## src/rtl/wb2axi4l_bridge.sv

```systemverilog
// Wishbone classic slave to AXI4-Lite master bridge, one outstanding transaction.
// Every output is a register; DONE turns the captured AXI response into a single ack or err pulse.
module wb2axi4l_bridge #(
    parameter int ADRWIDTH = 32,
    parameter int DATWIDTH = 32
) (
    input  logic                    clk_i,
    input  logic                    rst_ni,
    input  logic [ADRWIDTH-1:0]     wb_adr_i,
    input  logic [DATWIDTH-1:0]     wb_dat_i,
    input  logic [DATWIDTH/8-1:0]   wb_sel_i,
    input  logic                    wb_we_i,
    input  logic                    wb_cyc_i,
    input  logic                    wb_stb_i,
    output logic [DATWIDTH-1:0]     wb_dat_o,
    output logic                    wb_ack_o,
    output logic                    wb_err_o,
    output logic [ADRWIDTH-1:0]     m_axi_awaddr,
    output logic [2:0]              m_axi_awprot,
    output logic                    m_axi_awvalid,
    input  logic                    m_axi_awready,
    output logic [DATWIDTH-1:0]     m_axi_wdata,
    output logic [DATWIDTH/8-1:0]   m_axi_wstrb,
    output logic                    m_axi_wvalid,
    input  logic                    m_axi_wready,
    input  logic [1:0]              m_axi_bresp,
    input  logic                    m_axi_bvalid,
    output logic                    m_axi_bready,
    output logic [ADRWIDTH-1:0]     m_axi_araddr,
    output logic [2:0]              m_axi_arprot,
    output logic                    m_axi_arvalid,
    input  logic                    m_axi_arready,
    input  logic [DATWIDTH-1:0]     m_axi_rdata,
    input  logic [1:0]              m_axi_rresp,
    input  logic                    m_axi_rvalid,
    output logic                    m_axi_rready
);

    typedef enum logic [2:0] {IDLE, WR, WR_RESP, RD_ADDR, RD_DATA, DONE} state_t;

    state_t                  state, state_n;
    logic [1:0]              resp, resp_n;
    logic [ADRWIDTH-1:0]     awaddr_n, araddr_n;
    logic [DATWIDTH-1:0]     wdata_n, dat_n;
    logic [DATWIDTH/8-1:0]   wstrb_n;
    logic                    awvalid_n, wvalid_n, bready_n, arvalid_n, rready_n;
    logic                    ack_n, err_n;
    logic                    aw_done, w_done, ar_done;

    assign m_axi_awprot = 3'b000;
    assign m_axi_arprot = 3'b000;

    always_ff @(posedge clk_i) begin
        if (!rst_ni) begin
            state         <= IDLE;
            resp          <= 2'b00;
            m_axi_awaddr  <= '0;
            m_axi_araddr  <= '0;
            m_axi_wdata   <= '0;
            m_axi_wstrb   <= '0;
            m_axi_awvalid <= 1'b0;
            m_axi_wvalid  <= 1'b0;
            m_axi_bready  <= 1'b0;
            m_axi_arvalid <= 1'b0;
            m_axi_rready  <= 1'b0;
            wb_dat_o      <= '0;
            wb_ack_o      <= 1'b0;
            wb_err_o      <= 1'b0;
        end else begin
            state         <= state_n;
            resp          <= resp_n;
            m_axi_awaddr  <= awaddr_n;
            m_axi_araddr  <= araddr_n;
            m_axi_wdata   <= wdata_n;
            m_axi_wstrb   <= wstrb_n;
            m_axi_awvalid <= awvalid_n;
            m_axi_wvalid  <= wvalid_n;
            m_axi_bready  <= bready_n;
            m_axi_arvalid <= arvalid_n;
            m_axi_rready  <= rready_n;
            wb_dat_o      <= dat_n;
            wb_ack_o      <= ack_n;
            wb_err_o      <= err_n;
        end
    end

    // A channel counts as done once its valid has already dropped or is handshaking this cycle.
    assign aw_done = !m_axi_awvalid || m_axi_awready;
    assign w_done  = !m_axi_wvalid  || m_axi_wready;
    assign ar_done = !m_axi_arvalid || m_axi_arready;

    always_comb begin
        state_n   = state;
        resp_n    = resp;
        awaddr_n  = m_axi_awaddr;
        araddr_n  = m_axi_araddr;
        wdata_n   = m_axi_wdata;
        wstrb_n   = m_axi_wstrb;
        awvalid_n = m_axi_awvalid;
        wvalid_n  = m_axi_wvalid;
        bready_n  = m_axi_bready;
        arvalid_n = m_axi_arvalid;
        rready_n  = m_axi_rready;
        dat_n     = wb_dat_o;
        ack_n     = 1'b0;
        err_n     = 1'b0;

        case (state)
            IDLE: begin
                if (wb_cyc_i && wb_stb_i) begin
                    if (wb_we_i) begin
                        awaddr_n  = wb_adr_i;
                        wdata_n   = wb_dat_i;
                        wstrb_n   = wb_sel_i;
                        awvalid_n = 1'b1;
                        wvalid_n  = 1'b1;
                        bready_n  = 1'b1;
                        state_n   = WR;
                    end else begin
                        araddr_n  = wb_adr_i;
                        arvalid_n = 1'b1;
                        rready_n  = 1'b1;
                        state_n   = RD_ADDR;
                    end
                end
            end
            WR: begin
                awvalid_n = m_axi_awvalid && !m_axi_awready;
                wvalid_n  = m_axi_wvalid  && !m_axi_wready;
                if (aw_done && w_done) begin
                    if (m_axi_bvalid) begin
                        resp_n   = m_axi_bresp;
                        bready_n = 1'b0;
                        state_n  = DONE;
                    end else begin
                        state_n  = WR_RESP;
                    end
                end
            end
            WR_RESP: begin
                if (m_axi_bvalid) begin
                    resp_n   = m_axi_bresp;
                    bready_n = 1'b0;
                    state_n  = DONE;
                end
            end
            RD_ADDR: begin
                arvalid_n = m_axi_arvalid && !m_axi_arready;
                if (ar_done) begin
                    if (m_axi_rvalid) begin
                        dat_n    = m_axi_rdata;
                        resp_n   = m_axi_rresp;
                        rready_n = 1'b0;
                        state_n  = DONE;
                    end else begin
                        state_n  = RD_DATA;
                    end
                end
            end
            RD_DATA: begin
                if (m_axi_rvalid) begin
                    dat_n    = m_axi_rdata;
                    resp_n   = m_axi_rresp;
                    rready_n = 1'b0;
                    state_n  = DONE;
                end
            end
            DONE: begin
                // An aborted master (cyc low) gets no termination pulse.
                ack_n   = wb_cyc_i && !resp[1];
                err_n   = wb_cyc_i &&  resp[1];
                state_n = IDLE;
            end
            default: state_n = IDLE;
        endcase
    end

endmodule

```

## config.mk

```make
export PLATFORM = sky130hd
export DESIGN_NAME = wb2axi4l_bridge
export DESIGN_NICKNAME = d
export VERILOG_FILES = /design/src/rtl/wb2axi4l_bridge.sv
export SDC_FILE = /design/constraint.sdc
export NUM_CORES = 1
export LEC_CHECK = 0
export CELL_PAD_IN_SITES_DETAIL_PLACEMENT = 1
export CELL_PAD_IN_SITES_GLOBAL_PLACEMENT = 2
export CORE_ASPECT_RATIO = 0.9
export CORE_MARGIN = 10
export CORE_UTILIZATION = 23
export DETAILED_ROUTE_END_ITERATION = 10
export PLACE_DENSITY_LB_ADDON = 0.1
export SETUP_SLACK_MARGIN = 0.05
export SLEW_MARGIN = 20
export SYNTH_ARGS = -nofsm -noshare
export SYNTH_HDL_FRONTEND = slang
export SYNTH_SLANG_ARGS = --single-unit
```

## constraint.sdc

```tcl
create_clock -name clk_i -period 2.4 [get_ports clk_i]
set_input_delay 0.24 -clock clk_i [delete_from_list [all_inputs] [get_ports clk_i]]
set_output_delay 0.24 -clock clk_i [all_outputs]
set_load 0.01 [all_outputs]
```

==> summary.md <==
| Metric | Value |
|---|---|
| Total Routing Usage GR | 0.1363 |
| Mean Syn Cell Area | 8.439 um^2 |
| Vias in the first global route | 5813 |
| Clock sink count | 143 |
| Dpl ws | 0.1729 ns |
| Hold Fails Final Rpt | 0 |
| Clk_lat worst skew | 0.42 ns |
| Design area | 8995 um^2 |
| Total power | 7.344 mW |
| Final GP Congestion | 0.7594 |
| Fmax | 498.4 MHz |
| Die width | 185.1 um |
| Sequential share of the synthesized area | 0.5071 |
| Initial core utilization | 0.2334 |
| Drt pass-1 iters | 4 |
| DIE HEIGHT | 168.6 um |
| Final core occ | 0.3719 |
| Crit-path cells | or3_2 > buf_4 > nand2_1 > a21boi_0 |
| Largest net degree at the start of global routing | 64 |
| Crit share post-route | 0.8359 |
| Final setup viols | 0 |
| Critical Path Max Stage Delay | 0.77 ns |
| Ys async rst share | 0 |
| Num rows | 54 |
| Min Hold Slack | 0.3384 ns |
| Routed vias/inst | 4.358 |
| Post-synth EDFFs | 0 |
| Synth Instances | 669 |
| Worst r2r src | state[2]$_SDFFE_PN0P_ |
| DR vias | 5326 |
| Hold Startpoint | rst_ni |
| Fin worst setup slack | 0.3938 ns |
| RSZ-0062 raised after global routing | false |
| Deepest level of the CTS H-tree | 4 |
| Synth Flop Type | dfxtp_1 |
| Top cells by count, synth | 269 x nand2_1, 143 x dfxtp_1, 86 x a21boi_0, 48 x a21boi_1, 22 x buf_2 |
| Tightest Hold Check Type | in -> reg |
| Worst rel slew slack | 0.5298 |
| Area Overhead vs Synth | 59.33% |
| Static leakage | 3.066 nW |
| CORE AREA | 24190 um^2 |
| Remaining routing DRC violations | 0 |
| CTS tree | done |
| Crit end category | flop |
| Share of layout cells above drive strength 1 | 0.05921 |
| Family with the most delay on the worst path | flip-flops |
| CTS Buffer Depth | 2 |
| Detail Placement HPWL | 15700 um |
| Post-DP Area | 8364 um^2 |
| Largest area contributor in the netlist | dfxtp_1 |
| Die Area | 31220 um^2 |
| Slowest cell on crit path | dfxtp_1 |
| Mapped Area | 5645 um^2 |
| CTS Root Cell | clkbuf_16 |
| Congestion Overflow GR | 0 |
| CP arrival | 2.34 ns |
| Worst EP required | 2.74 ns |
| Post-placement cell count | 1188 |
| Cts hold-fix bufs | 0 |
| Status | complete, no violations |
| Final ANT Viol Nets | 0 |
| Crit Path Class | reg -> reg |
| Clk slew on worst S/H paths | 0.06 ns |
| # IOs | 259 |
| CTS Buf Count | 17 |
| Fin crit period | 2.006 ns |
| Worst vdd ir | 0.3713 mV |
| Filler cells | 2794 |
| Post-CTS Setup Bufs | 0 |
| # Max-Cap Violations | 0 |
| Yosys cell types | 41 |
| Initial antenna violation count | 2 |
| Input/output buffers | 250 |
| Most frequent cell after synthesis | nand2_1 |
| Ys Warns | 0 |
| Post-DR wirelength/cell | 17.62 um |
| Routed WL | 21540 um |
| CTS resizes | 0 |
| Layout Cells excl Fill | 1222 |
| Startpoint Class | flop |
| Seq cells post-synth | 143 |
| PD cells | 816.4 nW/um^2 |
| Share of the synthesized area in the top cell type | 0.5071 |
| Nets | 1013 |
| Worst Skew | 0.006695 ns |
| Area of the multi-input gates | 2451 um^2 |
| Worst setup path start | state[2]$_SDFFE_PN0P_ |
| Slew Limit Fails | 0 |
| Global-route wire length before repair | 33120 um |
| Worst slew pin tran | 0.7044 ns |
| Initial DRC Count | 221 |
| Crit Path Max Fanout | 49 |
| Setup TNS | 0 ns |
| Register area | 2863 um^2 |
| Synth area leaders | dfxtp_1 51%, nand2_1 18%, a21boi_0 11% |
| Crit path buf inv count | 1 |
==> metal layers <==
metal	routed length (um)	global-route usage	vias to the layer above
li1	-	-	2622
met1	8857	0.1466	2528
met2	10060	0.2265	157
met3	2267	0.06892	19
met4	347	0.04661	0
met5	0	0	-
==> layout by cell type (no fill, tap or decap), types with 3 or more instances in the layout <==
cell type and count:
a21boi_0 86, a21boi_1 48, a21oi_1 10, buf_12 3, buf_4 12, bufinv_16 3, clkbuf_16 17, clkbuf_8 3
clkdlybuf4s50_1 249, clkinvlp_4 4, conb_1 6, dfxtp_1 143, inv_1 6, nand2_1 269, nand2b_1 3, nand3_1 3
nor2_1 3, nor2b_1 3, o21ai_0 4
==> power breakdown <==
part / leakage, nW / switching [mW] / total [mW] / internal [mW]
Combinational: 1.61 / 0.899 / 1.76 / 0.856
Clock: 0.293 / 1.07 / 2.80 / 1.73
Sequential: 1.16 / 0.178 / 2.79 / 2.61
Total: 3.07 / 2.15 / 7.34 / 5.20
==> kinds of logic after synthesis <==
family                 synth area share
AOI/OAI and AO/OA                0.2145
other                         0.0006643
muxes                          0.003546
buffers and inverters           0.06272
and+or+nand+nor                  0.2114
DFF                              0.5071
==> state kept, by name (all words and copies together) (netlist names) <==
register / count
m_axi_bready: 1
m_axi_arvalid: 1
wb_err_o: 1
resp: 1
m_axi_rready: 1
m_axi_wdata: 32
m_axi_awaddr: 32
m_axi_araddr: 32
wb_ack_o: 1
state: 3
m_axi_wstrb: 4
wb_dat_o: 32
m_axi_wvalid: 1
m_axi_awvalid: 1
==> area by class of cell <==
class,instances,share of cell area
clock inverters,11,0.01725
clock buffers,21,0.05230
diodes,2,0.0005564
inverters,6,0.002504
well taps,308,0.04284
multi-input cells,467,0.2725
repair buffers,264,0.2938
flip-flops and latches,143,0.3183
==> path summary, 6_finish.rpt <==
check	depth (start not counted)	to	slack [ns]
max	4	m_axi_wdata[9]$_SDFFE_PN0P_	0.39
min	2	m_axi_awaddr[31]$_SDFFE_PN0P_	0.34
max reg2reg	4	m_axi_wdata[9]$_SDFFE_PN0P_	0.39
min reg2reg	2	wb_err_o$_SDFF_PN0_	0.45
No activity file was read; power rests on OpenSTA's default activity.
